## config.mk

```make
export PLATFORM = sky130hd
export DESIGN_NAME = i_arith_seq_decoder
export DESIGN_NICKNAME = d
export VERILOG_FILES = /design/src/rtl/i_arith_seq_decoder_pkg.sv /design/src/rtl/i_arith_cw_pack.sv /design/src/rtl/i_arith_seq_decoder.sv
export SDC_FILE = /design/constraint.sdc
export NUM_CORES = 1
export LEC_CHECK = 0
export BUFFER_PORTS_ARGS = -buffer_cell sky130_fd_sc_hd__buf_2
export CORE_UTILIZATION = 58
export CTS_CLUSTER_DIAMETER = 200
export DETAILED_ROUTE_END_ITERATION = 7
export PLACE_DENSITY_LB_ADDON = 0.15
export SLEW_MARGIN = 20
export SYNTH_ARGS = -nofsm -noshare
export SYNTH_HDL_FRONTEND = slang
export SYNTH_HIERARCHICAL = 1
export SYNTH_SLANG_ARGS = --single-unit
```

## constraint.sdc

```tcl
create_clock -name clock -period 2.73 [get_ports clock]
set_input_delay 0.273 -clock clock [delete_from_list [all_inputs] [get_ports clock]]
set_output_delay 0.273 -clock clock [all_outputs]
set_load 0.05 [all_outputs]
```

## src/rtl/i_arith_seq_decoder_pkg.sv

```systemverilog
// Shared encodings for the immediate-arithmetic decoder: ALU/PC function codes,
// instruction class opcodes, the NOP control word and the handshake FSM states.
package i_arith_seq_decoder_pkg;

  // instr[28:23] class opcodes
  localparam logic [5:0] OPC_ARITH = 6'b100010;
  localparam logic [5:0] OPC_LOGIC = 6'b100100;

  // alu_fs encodings
  localparam logic [4:0] FS_ADD = 5'b01000;
  localparam logic [4:0] FS_SUB = 5'b01010;
  localparam logic [4:0] FS_AND = 5'b00000;
  localparam logic [4:0] FS_ORR = 5'b00100;
  localparam logic [4:0] FS_EOR = 5'b01100;

  // pc_fs encodings and next-state code
  localparam logic [1:0] PC_FS_HOLD = 2'b00;
  localparam logic [1:0] PC_FS_INC  = 2'b01;
  localparam logic [1:0] NS_FETCH   = 2'b00;

  localparam int unsigned IMM_SHIFT = 12;

  // Low byte of the control word {ram_w, db_pc_en, pc_fs, pc_isel, status_load, ns};
  // every field above it is zero in a NOP, so this byte zero-extended is the whole NOP.
  localparam logic [7:0] CW_NOP_LOW = {1'b0, 1'b0, PC_FS_INC, 1'b1, 1'b0, NS_FETCH};

  typedef enum logic {
    ST_EMPTY = 1'b0,
    ST_FULL  = 1'b1
  } state_e;

endpackage

```

## src/rtl/i_arith_cw_pack.sv

```systemverilog
// Combinational decode of one instruction word into {ctrl_word, k, illegal}.
// Macro I_ARITH_SHIFT_EN enables the imm<<12 form of the arithmetic class.
module i_arith_cw_pack
  import i_arith_seq_decoder_pkg::*;
#(
  parameter int DATA_W = 64,
  parameter int REG_AW = 5,
  parameter int IMM_W  = 12,
  parameter int CW_W   = 18 + 3 * REG_AW
) (
  input  logic [31:0]       instr,
  output logic [CW_W-1:0]   ctrl_word,
  output logic [DATA_W-1:0] k,
  output logic              illegal
);

  logic              is_arith;
  logic              is_logic;
  logic              shift_bit;
  logic [IMM_W-1:0]  imm;
  logic [REG_AW-1:0] sa;
  logic [REG_AW-1:0] wa;
  logic              unused_sf;

  logic              legal;
  logic [4:0]        alu_fs;
  logic              status_load;
  logic              rf_w;
  logic [CW_W-1:0]   cw_alu;

  assign is_arith  = (instr[28:23] == OPC_ARITH);
  assign is_logic  = (instr[28:23] == OPC_LOGIC);
  assign shift_bit = instr[22];
  assign imm       = instr[10 +: IMM_W];
  assign sa        = instr[5 +: REG_AW];
  assign wa        = instr[0 +: REG_AW];
  assign unused_sf = instr[31];

  always_comb begin
    // NOTE: every signal written here gets a default first so no path can infer a latch.
    legal       = 1'b0;
    alu_fs      = FS_AND;
    status_load = 1'b0;
    k           = '0;

    if (is_arith) begin
      alu_fs      = instr[30] ? FS_SUB : FS_ADD;
      status_load = instr[29];
`ifdef I_ARITH_SHIFT_EN
      legal = 1'b1;
      k     = shift_bit ? DATA_W'({imm, {IMM_SHIFT{1'b0}}}) : DATA_W'(imm);
`else
      legal = !shift_bit;
      k     = shift_bit ? '0 : DATA_W'(imm);
`endif
    end else if (is_logic && !shift_bit) begin
      // Logical immediates have no shifted form, so instr[22]=1 stays illegal here.
      legal = 1'b1;
      k     = DATA_W'(imm);
      unique case (instr[30:29])
        2'b00:   alu_fs = FS_AND;
        2'b01:   alu_fs = FS_ORR;
        2'b10:   alu_fs = FS_EOR;
        default: begin
          alu_fs      = FS_AND;
          status_load = 1'b1;
        end
      endcase
    end
  end

  // Flag-setting forms that target the all-ones register only update flags.
  assign rf_w = !(status_load && (wa == {REG_AW{1'b1}}));

  assign cw_alu = {1'b1,            // alu_en
                   1'b1,            // alu_bs
                   alu_fs,
                   1'b0,            // db_rfb_en
                   sa,
                   {REG_AW{1'b0}},  // sb
                   wa,
                   rf_w,
                   1'b0,            // db_ram_en
                   1'b0,            // ram_w
                   1'b0,            // db_pc_en
                   PC_FS_INC,
                   1'b1,            // pc_isel
                   status_load,
                   NS_FETCH};

  assign ctrl_word = legal ? cw_alu : CW_W'(CW_NOP_LOW);
  assign illegal   = !legal;

endmodule

```

## src/rtl/i_arith_seq_decoder.sv

```systemverilog
// Single-entry registered decoder for immediate ALU instructions with a
// valid/ready handshake on both sides. Optional macro: I_ARITH_SHIFT_EN.
module i_arith_seq_decoder
  import i_arith_seq_decoder_pkg::*;
#(
  parameter  int DATA_W = 64,
  parameter  int REG_AW = 5,
  parameter  int IMM_W  = 12,
  localparam int CW_W   = 18 + 3 * REG_AW
) (
  input  logic              clock,
  input  logic              reset_n,
  input  logic              in_valid,
  output logic              in_ready,
  input  logic [31:0]       instr,
  output logic              cw_valid,
  input  logic              cw_ready,
  output logic [CW_W-1:0]   ctrl_word,
  output logic [DATA_W-1:0] k,
  output logic              illegal,
  output logic [15:0]       uop_count
);

  state_e            state;
  state_e            state_nxt;
  logic              accept;

  logic [CW_W-1:0]   dec_cw;
  logic [DATA_W-1:0] dec_k;
  logic              dec_illegal;

  i_arith_cw_pack #(
    .DATA_W (DATA_W),
    .REG_AW (REG_AW),
    .IMM_W  (IMM_W),
    .CW_W   (CW_W)
  ) u_cw_pack (
    .instr     (instr),
    .ctrl_word (dec_cw),
    .k         (dec_k),
    .illegal   (dec_illegal)
  );

  assign accept = in_valid && in_ready;

  // NOTE: sequential state uses non-blocking assignments so every flop samples pre-edge values.
  always_ff @(posedge clock or negedge reset_n) begin
    if (!reset_n) state <= ST_EMPTY;
    else          state <= state_nxt;
  end

  always_comb begin
    state_nxt = state;
    unique case (state)
      ST_EMPTY: if (accept) state_nxt = ST_FULL;
      ST_FULL:  if (cw_ready && !accept) state_nxt = ST_EMPTY;
      default:  state_nxt = ST_EMPTY;
    endcase
  end

  // Output register is bypass-free: a new word may load in the same cycle the old one drains.
  always_comb begin
    cw_valid = (state == ST_FULL);
    in_ready = !cw_valid || cw_ready;
  end

  // NOTE: the held word is reset too, so ctrl_word/k/illegal read zero after reset rather than X.
  always_ff @(posedge clock or negedge reset_n) begin
    if (!reset_n) begin
      ctrl_word <= '0;
      k         <= '0;
      illegal   <= 1'b0;
    end else if (accept) begin
      ctrl_word <= dec_cw;
      k         <= dec_k;
      illegal   <= dec_illegal;
    end
  end

  always_ff @(posedge clock or negedge reset_n) begin
    if (!reset_n)    uop_count <= '0;
    else if (accept) uop_count <= uop_count + 16'd1;
  end

endmodule

```

# Word-level counts from Yosys, hierarchy flattened
# Index checks and enable logic that the tools add are counted.
dict set report totals {
  latchBits 0
  mem_bits_ro 0
  register_bits 115
  memories 0
  input_bits 36
  ramBits 0
  out_inout_bits 116
  wordCells 40
}
dict set report op_classes {
  eq_ne 5
  shifts 0
  n_div 0
  multipliers 0
  magnitude_cmp 0
  n_bitwise 1
  n_reduce_logical 12
  addsub 1
  muxes 16
}
# operator count
set ops {}
lappend ops {{$mux W64} 1}
lappend ops {{$mux W33} 1}
lappend ops {{$mux W12} 2}
lappend ops {{$add A16 B1 Y16 const B} 1}
lappend ops {{$eq A6 B6 Y1 const B} 2}
lappend ops {{$mux W5} 2}
lappend ops {{$pmux W4 S2} 1}
lappend ops {{$mux W1} 7}
lappend ops {{$eq A5 B5 Y1 const B} 1}
lappend ops {{$logic_not A1 Y1} 5}
lappend ops {{$logic_and A1 B1 Y1} 4}
lappend ops {{$reduce_or A3 Y1} 1}
lappend ops {{$eq A2 B1 Y1 const B} 1}
lappend ops {{$eq A2 B2 Y1 const B} 1}
lappend ops {{$logic_not A2 Y1} 1}
lappend ops {{$mux W2} 1}
lappend ops {{$pmux W1 S2} 1}
lappend ops {{$logic_or A1 B1 Y1} 1}
lappend ops {{$not A1 Y1} 1}

# Logic depth before layout (Yosys ltp)
dict set report depth {
  ltp_word 8
  mapped_depth 6
  mapped_depth_nobuf 6
}

# Cells and area by module
# Netlist, hierarchy kept.
# module area_per_inst_um2 seq_area_each_um2 instances cells_each
set modules_own_cells {}
lappend modules_own_cells {i_arith_seq_decoder 4434.3 2877.8 1 480}
lappend modules_own_cells {i_arith_cw_pack 889.6 0.0 1 119}

# Worst setup path after synthesis
# Ideal clock, no wire load.
dict set report synth_timing {
  path_kind {flip-flop to flip-flop}
  startpoint {register state, in the netlist cw_valid}
  endpoint {register uop_count[0]}
  slack_ps 936
  path_buffers 1
  setup_time_ps 142
  arrival_ps 1651
  path_stages_with_launch 6
  cell_sequence {dfrtp_1 and2b_4 inv_1 nand2_2 buf_4 xnor2_1}
}
dict set report synth_via {
  elab_chain_cells 3
}
# element line
set synth_lines {}
lappend synth_lines {{start, declared} i_arith_seq_decoder.sv:24} ;# state_e state;
lappend synth_lines {{start signal, assigned} i_arith_seq_decoder.sv:49} ;# else state <= state_nxt;
lappend synth_lines {{$logic_not A1 Y1} i_arith_seq_decoder.sv:64} ;# in_ready = !cw_valid || cw_ready;
lappend synth_lines {{$logic_or A1 B1 Y1} i_arith_seq_decoder.sv:64}
lappend synth_lines {{net in_ready} i_arith_seq_decoder.sv:14} ;# output logic in_ready,
lappend synth_lines {{$logic_and A1 B1 Y1} i_arith_seq_decoder.sv:44} ;# assign accept = in_valid && in_ready;
lappend synth_lines {{end signal, assigned} i_arith_seq_decoder.sv:82} ;# else if (accept) uop_count <= uop_count + 16'd1;
lappend synth_lines {{end, declared} i_arith_seq_decoder.sv:21} ;# output logic [15:0] uop_count
# The timed path passes the listed nets, and every way through them passes these cells.
# A chain may end at the register's enable or synchronous reset.

# Worst setup path after layout
dict set report layout_timing {
  startpoint {register state, in the netlist cw_valid}
  endpoint {output port in_ready}
}
dict set report layout_via {
  elab_chain_cells 2
}
# element line
set layout_lines {}
lappend layout_lines {{$logic_not A1 Y1} i_arith_seq_decoder.sv:64}
lappend layout_lines {{$logic_or A1 B1 Y1} i_arith_seq_decoder.sv:64}
lappend layout_lines {{end, declared} i_arith_seq_decoder.sv:14}
# No other way between the ends.

==> out/metrics.csv <==
stage,metric,value,unit
status,outcome,"complete, but fails checks",
status,violations in the final reports,DRC,
critical_path,startpoint kind of the worst setup timing path,register,
die,Rows,34,
power_and_ir_drop,worst voltage drop across the vdd grid,0.5625,mV
placed_design,routability cong.,0.7602,
final_layout,proportion of layout cells with a drive suffix above 1,28.19,%
critical_path,startpoint of the worst register-to-register path,cw_valid,
logic_synthesis,Yosys reg bits,115,
hold_path,worst hold path cell count,4,
route,final antenna-violating net count,0,
critical_path,data arrival time of the critical path,1490,ps
power_and_ir_drop,power per cell area,828.6,nW/um^2
logic_synthesis,number of standard cells after synthesis,599,
cts,CTS Root Cell,sky130_fd_sc_hd__clkbuf_8,
logic_synthesis,post-synth design cell area,5324,sq um
route,number of detailed-routing iterations run before antenna repair,6,
grt,maximum number of pins on one net before global-route repair,65,
cts,clock buffers created by TritonCTS,17,
grt,number of antenna violations at the first check in global routing,0,
route,via-per-instance ratio,4.624,
final_layout,core utilization of the finished layout,73.27,%
timing,slew at the pin closest to its max-slew limit,833.8,ps
grt,GR Util All Layers,24.47,%
grt,first-pass GRT wire length,18.47,mm
timing,clock period minus final worst setup slack,1762,ps
die,die height,97.81,um
critical_path,worst path required time,2460,ps
die,total die area,9566,sq um
cts,clock latency of the later-clocked register in the worst-skew pair,490,ps
route,WL/cell,12.44,um
timing,total of endpoints with negative setup slack in the final report,0,
final_layout,final layout net count,787,
placed_design,detailed placer's ending HPWL,7.151,mm
hold_path,type of the worst min-delay path,in -> reg,
power_and_ir_drop,Leak,3.782,nW
route,DRC errors left,20,
die,core area,8806,sq um
timing,clock skew after layout,5.785,ps
grt,global route overflow,0,
critical_path,"Max FO, Critical Path",5,
cts,clock-pin transition on the worst setup and hold timing paths,50,ps
logic_synthesis,Unique masters post-synth,29,
cts,Max H-tree Level,4,
route,Vias,4009,
timing,top achievable clock speed,567.4,MHz
critical_path,crit path from,cw_valid,
route,routed wire length,10.79,mm
hold_path,critical hold path startpoint,instr[21],
timing,worst hold slack across all endpoints,83.67,ps
cts,Max Root-Sink Buffers,2,
timing,worst-case headroom to the max-slew limit,44.41,%
timing,final sum of negative setup slack,0,ps
die,I/O pins,152,
logic_synthesis,Syn Area/Cell,8.888,sq um
logic_synthesis,portion of the post-synthesis area used by sequential elements,54.05,%
timing,Final Hold Fails,0,
timing,number of max-slew violations in the final report,0,
run,max-cap check violation count,0,
final_layout,area overhead of the layout relative to synthesis,21.20,%
final_layout,antenna cells,0,
placed_design,count of port buffers added during placement,150,
critical_path,worst reg2reg path depth,6,
timing,post-route clock period utilization,64.56,%
critical_path,Setup crit end kind,output pin,
cts,Sink Count,115,
critical_path,type of the worst setup path,reg -> out,
route,1st-iter DRT viols,186,
grt,number of global-route vias before repair,4002,
timing,setup repair after global routing missed its margin,no,
logic_synthesis,count of yosys warnings during synthesis,6,
die,initial core utilization,60.46,%
cts,TritonCTS clock tree,yes,
die,die boundary width,97.81,um
-- path summary, 6_finish.rpt --
check,to,slack (ps)
worst max-delay path,in_ready,970
worst min-delay path,k[11],80
worst max register to register,k[13],1140
worst min register to register,ctrl_word[3],470
max in group asynchronous,k[28],1500
min in group asynchronous,k[63],470
-- logic make-up after synthesis --
family / share of synthesized area [%]
xor+xnor: 2.468
simple gates: 29.14
fa+ha+maj: 0.7051
compound gates: 0.7521
buf+inv: 12.74
flops: 54.05
other cells: 0.1411
-- metal layers --
| layer | up-vias | wire [um] | GRT usage [%] |
|---|---|---|---|
| li1 | 1994 | - | - |
| met1 | 1892 | 4675 | 30.58 |
| met2 | 115 | 5363 | 40.92 |
| met3 | 8 | 653 | 6.872 |
| met4 | 0 | 96 | 8.858 |
| met5 | - | 0 | 0 |
-- stage by stage --
step / worst slack [ps] / cells / instance area (sq um) / power [mW]
after global placement: 1080 / 836 / 5887 / 3.279
after CTS: 942.2 / 867 / 6452 / 5.393
final: 967.5 / 867 / 6452 / 5.346
after floorplan: 936.2 / 665 / 5572 / 3.032
after detailed placement: 1017 / 836 / 5887 / 3.307
after global routing: 893.6 / 867 / 6452 / 5.557
-- cells in the mapped netlist, drive strengths merged --
library cell | count | area share (%)
nand2 | 303 | 21
dfrtp | 115 | 54
buf | 93 | 12
and2 | 22 | 3.4
nand3 | 12 | 1.1
xnor2 | 11 | 1.8
inv | 6 | 0.42
nor2 | 6 | 0.42
nand4 | 4 | 0.47
xor2 | 4 | 0.66
and3 | 3 | 0.35
ha | 3 | 0.71
a21oi | 2 | 0.19
and2b | 2 | 0.38
conb | 2 | 0.14
nor3 | 2 | 0.28
nor4 | 2 | 0.80
o21ai | 2 | 0.19
a22oi | 1 | 0.14
nand4b | 1 | 0.16
nor2b | 1 | 0.16
nor3b | 1 | 0.14
o2111a | 1 | 0.23
-- critical path, cell delays in order (launching register included) --
cell and delay [ps]:
sky130_fd_sc_hd__dfrtp_1 370, sky130_fd_sc_hd__and2b_4 210, sky130_fd_sc_hd__inv_1 140, sky130_fd_sc_hd__buf_2 290
-- where the power goes --
group	internal (mW)	switching, mW
Sequential	1.89	0.133
Clock	1.33	0.738
Combinational	0.264	0.993
-- state kept, by name, summed over array words and instances (netlist names) --
signal / count
illegal: 1
uop_count: 16
k: 64
ctrl_word: 33
cw_valid: 1
-- cells in the final DEF, fill, tap and decap left out, types with 2 or more instances in the layout --
| cell type | count |
|---|---|
| sky130_fd_sc_hd__a21oi_1 | 2 |
| sky130_fd_sc_hd__clkbuf_8 | 3 |
| sky130_fd_sc_hd__xor2_1 | 4 |
| sky130_fd_sc_hd__nor2_1 | 5 |
| sky130_fd_sc_hd__buf_4 | 5 |
| sky130_fd_sc_hd__nand3_1 | 12 |
| sky130_fd_sc_hd__inv_1 | 4 |
| sky130_fd_sc_hd__and3_1 | 3 |
| sky130_fd_sc_hd__buf_2 | 149 |
| sky130_fd_sc_hd__nand4_1 | 4 |
| sky130_fd_sc_hd__nand2_1 | 302 |
| sky130_fd_sc_hd__xnor2_1 | 11 |
| sky130_fd_sc_hd__ha_1 | 3 |
| sky130_fd_sc_hd__clkbuf_16 | 16 |
| sky130_fd_sc_hd__inv_2 | 2 |
| sky130_fd_sc_hd__dfrtp_1 | 115 |
| sky130_fd_sc_hd__and2b_4 | 2 |
| sky130_fd_sc_hd__clkinvlp_4 | 4 |
| sky130_fd_sc_hd__o21ai_0 | 2 |
| sky130_fd_sc_hd__nor4_4 | 2 |
| sky130_fd_sc_hd__buf_12 | 2 |
| sky130_fd_sc_hd__bufinv_16 | 2 |
| sky130_fd_sc_hd__and2_4 | 18 |
| sky130_fd_sc_hd__clkinv_2 | 4 |
| sky130_fd_sc_hd__and2_1 | 4 |
| sky130_fd_sc_hd__conb_1 | 68 |
-- cell type report --
type / instances / area [sq um]
sequential: 115 / 2878
fill: 713 / 2354
multi-input combinational: 451 / 2028
timing repair buffer: 157 / 833.3
clock buffer: 20 / 445.4
tap: 108 / 135.1
clock inverter: 10 / 110.1
inverter: 6 / 22.52
-- what timing repair did --
item / in CTS / in global routing
resized for setup: 0 / 0
endpoints found under the hold margin: 63 / 0
setup buffers: 0 / 0
hold buffers: 1 / 0
Note: power is estimated with default switching activity, not from simulation.
